===== src/rtl/crc_pkg.sv =====
// Shared definitions for the CRC-16 frame sequencer: FSM state encoding and
// default datapath widths.
package crc_pkg;

    localparam int DW_DEF      = 32;
    localparam int CW_DEF      = 16;
    localparam int LEN_W_DEF   = 8;
    localparam int TIMEOUT_DEF = 80;

    typedef enum logic [2:0] {
        IDLE      = 3'd0,
        CLEAR     = 3'd1,
        WAIT_WORD = 3'd2,
        LOAD      = 3'd3,
        SHIFT     = 3'd4,
        CAPTURE   = 3'd5
    } state_t;

endpackage


===== src/rtl/crc_frame_ctrl.sv =====
// Frame sequencer for the 32-bit PISO / CRC-16 block: clears the CRC block,
// feeds each word through it and captures the final LFSR value.
module crc_frame_ctrl
    import crc_pkg::*;
#(
    parameter int DW      = DW_DEF,
    parameter int CW      = CW_DEF,
    parameter int LEN_W   = LEN_W_DEF,
    parameter int TIMEOUT = TIMEOUT_DEF
) (
    input  logic             clk,
    input  logic             rstn,
    input  logic             start,
    input  logic [LEN_W-1:0] frame_len,
    input  logic             abort,
    input  logic             word_valid,
    input  logic [DW-1:0]    word_data,
    output logic             word_ready,
    output logic             crc_rstn_o,
    output logic             crc_load,
    output logic             crc_enable,
    output logic [DW-1:0]    crc_data,
    input  logic             crc_done_tick,
    input  logic [CW-1:0]    crc_lfsr,
    output logic             busy,
    output logic             done,
    output logic [CW-1:0]    crc_result,
    output logic             err
);

    localparam int TW = $clog2(TIMEOUT + 1);

    state_t           state;
    logic [LEN_W-1:0] remaining;
    logic [TW-1:0]    tmo_cnt;

    assign word_ready = (state == WAIT_WORD);
    // The CRC block is held in reset for the single CLEAR cycle and whenever we are reset.
    assign crc_rstn_o = rstn && (state != CLEAR);

    // Strobes and status are registered from the next state, so they line up with it.
    always_ff @(posedge clk) begin
        if (!rstn) begin
            state      <= IDLE;
            remaining  <= '0;
            tmo_cnt    <= '0;
            crc_data   <= '0;
            crc_result <= '0;
            crc_load   <= 1'b0;
            crc_enable <= 1'b0;
            busy       <= 1'b0;
            done       <= 1'b0;
            err        <= 1'b0;
        end else begin
            done <= 1'b0;
            err  <= 1'b0;
            if (abort && state != IDLE) begin
                state      <= IDLE;
                busy       <= 1'b0;
                crc_load   <= 1'b0;
                crc_enable <= 1'b0;
            end else begin
                case (state)
                    IDLE: begin
                        if (start) begin
                            if (frame_len != '0) begin
                                remaining <= frame_len;
                                state     <= CLEAR;
                                busy      <= 1'b1;
                            end else begin
                                err <= 1'b1;
                            end
                        end
                    end
                    CLEAR: state <= WAIT_WORD;
                    WAIT_WORD: begin
                        if (word_valid) begin
                            crc_data   <= word_data;
                            state      <= LOAD;
                            crc_load   <= 1'b1;
                            crc_enable <= 1'b1;
                        end
                    end
                    LOAD: begin
                        crc_load <= 1'b0;
                        tmo_cnt  <= '0;
                        state    <= SHIFT;
                    end
                    SHIFT: begin
                        if (crc_done_tick) begin
                            remaining  <= remaining - LEN_W'(1);
                            crc_enable <= 1'b0;
                            if (remaining == LEN_W'(1)) begin
                                // LFSR is already final here and stays frozen through CAPTURE.
                                state      <= CAPTURE;
                                crc_result <= crc_lfsr;
                                done       <= 1'b1;
                            end else begin
                                state <= WAIT_WORD;
                            end
                        end else if (tmo_cnt == TW'(TIMEOUT - 1)) begin
                            err        <= 1'b1;
                            state      <= IDLE;
                            busy       <= 1'b0;
                            crc_enable <= 1'b0;
                        end else begin
                            tmo_cnt <= tmo_cnt + TW'(1);
                        end
                    end
                    CAPTURE: begin
                        state <= IDLE;
                        busy  <= 1'b0;
                    end
                    default: begin
                        state      <= IDLE;
                        busy       <= 1'b0;
                        crc_load   <= 1'b0;
                        crc_enable <= 1'b0;
                    end
                endcase
            end
        end
    end

endmodule


===== config.mk =====
export PLATFORM = sky130hd
export DESIGN_NAME = crc_frame_ctrl
export DESIGN_NICKNAME = d
export VERILOG_FILES = /design/src/rtl/crc_pkg.sv /design/src/rtl/crc_frame_ctrl.sv
export SDC_FILE = /design/constraint.sdc
export NUM_CORES = 1
export LEC_CHECK = 0
export BUFFER_PORTS_ARGS = -buffer_cell sky130_fd_sc_hd__buf_2
export CELL_PAD_IN_SITES_DETAIL_PLACEMENT = 1
export CELL_PAD_IN_SITES_GLOBAL_PLACEMENT = 1
export CORE_UTILIZATION = 40
export CTS_BUF_LIST = sky130_fd_sc_hd__clkbuf_2
export DETAILED_ROUTE_END_ITERATION = 10
export GPL_TIMING_DRIVEN = 0
export PLACE_DENSITY = 0.87
export SYNTH_ARGS = -nofsm -noshare
export SYNTH_HDL_FRONTEND = slang
export SYNTH_SLANG_ARGS = --single-unit
export TNS_END_PERCENT = 100

===== constraint.sdc =====
create_clock -name clk -period 3.18 [get_ports clk]
set_input_delay 0.318 -clock clk [delete_from_list [all_inputs] [get_ports clk]]
set_output_delay 0.318 -clock clk [all_outputs]
set_load 0.02 [all_outputs]

==> results_dict.tcl <==
set metrics [dict create \
    cp_max_fo 10 \
    relSlewSlack_pct 54.1 \
    powerDensity_nw_per_um2 387 \
    stdcell_area_um2 4190 \
    overflow 0 \
    tritoncts "yes" \
    dp_hpwl_mm 7.58 \
    cts_max_level 3 \
    final_common_cell "buf_2" \
    initialDrtViolationCount 140 \
    clkSinkCount 71 \
    rsz0062_at_grt "false" \
    fin_crit_ns 2.14 \
    synth_nets 418 \
    placed_area_um2 3900 \
    synth_edf_count 0 \
    antenna_found_initial 0 \
    diodes 0 \
    dieHeight_um 91.3 \
    finalSetupTns_ns 0 \
    fmaxAchievable_mhz 466 \
    yosysSeqAreaShare_pct 44.6 \
    ys_ff_latch 71 \
    postCtsSetupRepairBufs 0 \
    cp-start-kind "register" \
    place_inst 571 \
    fin_crit_sh_pct 67.5 \
    synth_top_area_share_pct 44.6 \
    routedWlPerCell_um 19.2 \
    finalSetupViolations 0 \
    vdd_drop_max_uv 243 \
    ant_nets 0 \
    layout.nets 565 \
    grtUsageTotal_pct 28.2 \
    final_layout_size_suffix_gt1_share_pct 29.9 \
    drv_slew 0 \
    yosysTopAreaCell "dfxtp_1" \
    stdcell_count 607 \
    first_pass_iters 4 \
    cts_buffers 9 \
    die_w_um 91.3 \
    syn_area_per_cell_um2 9.03 \
    setup.worst_path.class "reg -> out" \
    synth.distinct_cells 60 \
    grt_max_degree 14 \
    clock_latency_ns 0.54 \
    fin_ws_ns 1.04 \
    synthesis.area_um2 3190 \
    power.total_mw 1.62 \
    syn_inst 353 \
    finClkSkew_ns 0.0430 \
    start_util_pct 41.3 \
    grt_pass1_wl_mm 18.2 \
    syn2layout_area_growth_pct 31.4 \
    min_path_type "in -> reg" \
    final_cell_mix "buf_2 (121), dfxtp_1 (71), nor2_1 (42)" \
    die_area_um2 8330 \
    wirelength_mm 11.7 \
    synth_flop_cell "dfxtp_1" \
    grt_pass1_vias 3606 \
    crit_required_ns 2.86 \
    port_buffers 116 \
    p_leak_nw 2.06 \
    place_congestion 0.814 \
    yosys-top-cells-area "dfxtp_1 (45%), mux2i_1 (11%), nor2_1 (4.9%)" \
    crit_path_end_kind "output port" \
    coreArea_um2 7730 \
    hold_viol 0 \
    max-cap-violations 0 \
    ios 117 \
    drc_errors 0 \
    root_buffer "clkbuf_2" \
    dp_slack_ns 1.16 \
    worstMarginPinSlew_ns 0.683 \
    async_flop_share_pct 0 \
    yosys_warnings 0 \
    row_count 32 \
    clockBufferDepth 2 \
    clk_pin_slew_ns 0.26 \
    via_per_inst 5.59 \
    crit_arrival_ns 1.83 \
    vias 3392 \
    outcome "finished clean" \
]
-- cell usage after synthesis, drive strengths merged, types with 2 or more instances --
master and n:
o211ai 3, or2 2, dfxtp 71, nor3b 2
and2 4, a2111oi 2, nor2b 3, inv 7
and3 2, clkbuf 13, nor2 42, a2111o 3
a211oi 2, o21ai 21, o32ai 2, buf 11
o21a 2, a31oi 2, nand3 25, nor3 6
nand2b 3, nand4 4, o31a 2, nand2 21
mux2i 34, nor4 3, or3b 2, a21boi 2
ha 3, a21oi 32, a22o 2, o2111ai 2
-- layer usage --
layer  GRT usage, %  up-vias  part of all wire (%)
li1               -     1572                     -
met1           32.0     1645                    40
met2           48.5      131                    50
met3           6.28       44                   5.1
met4           16.5        0                   5.1
met5              0        -                     0
-- through the flow --
stage          util (%)  hold slack, ns
3_3_place_gp       50.4           0.460
6_report           54.2          0.0188
4_1_cts            53.3        0.000873
2_1_floorplan         -           0.446
5_1_grt            54.2        0.000429
3_5_place_dp       50.4           0.472
-- final cells by class --
type | instances | area, µm²
fill | 928 | 3540
inverter | 7 | 26.3
clock buffer | 9 | 45.0
clock inverter | 7 | 47.5
multi-input combinational | 251 | 1620
buffer | 24 | 126
tap | 102 | 128
timing repair buffer | 136 | 781
sequential | 71 | 1420
-- cell families after synthesis --
group           after synthesis  share of synthesized area [%]
compound gates               86                           17.9
xor+xnor                      1                          0.275
fa+ha+maj                     3                           1.18
buf+inv                      31                           4.79
flops                        71                           44.6
mux                          34                           10.7
simple gates                127                           20.6
-- worst max-delay path: stages (launching register included) --
cell	delay, ns
dfxtp_1	0.48
buf_2	0.30
inv_1	0.09
o31a_1	0.29
buf_2	0.16
-- sequential cells by signal, summed over array words and instances, names as in the netlist --
signal      cells
err             1
busy            1
crc_data       32
done            1
crc_enable      1
crc_load        1
crc_result     16
tmo_cnt         7
state           3
remaining       8
-- report_power, final --
part / internal, mW / total (mW) / switching (mW) / leakage (nW)
registers: 0.907 / 0.922 / 0.0152 / 0.574
logic: 0.0985 / 0.226 / 0.128 / 1.43
clock network: 0.103 / 0.471 / 0.368 / 0.0597
-- timing repair --
action / in CTS / in global routing
hold buffers: 13 / 7
endpoints found under the hold margin: 13 / 7
endpoints found under the setup margin: 0 / 0
gates resized for setup: 0 / 0
-- final timing paths --
kind,start,to,slack [ns],cells after the start
max,state[0]$_SDFFE_PP0P_,crc_rstn_o,1.04,4
min,crc_lfsr[10],crc_result[10]$_SDFFE_PN0P_,0.02,3
max reg2reg,remaining[3]$_SDFFE_PN0P_,crc_result[7]$_SDFFE_PN0P_,1.12,5
min reg2reg,crc_result[1]$_SDFFE_PN0P_,crc_result[1]$_SDFFE_PN0P_,0.50,2
No activity file was read; power rests on OpenSTA's default activity.
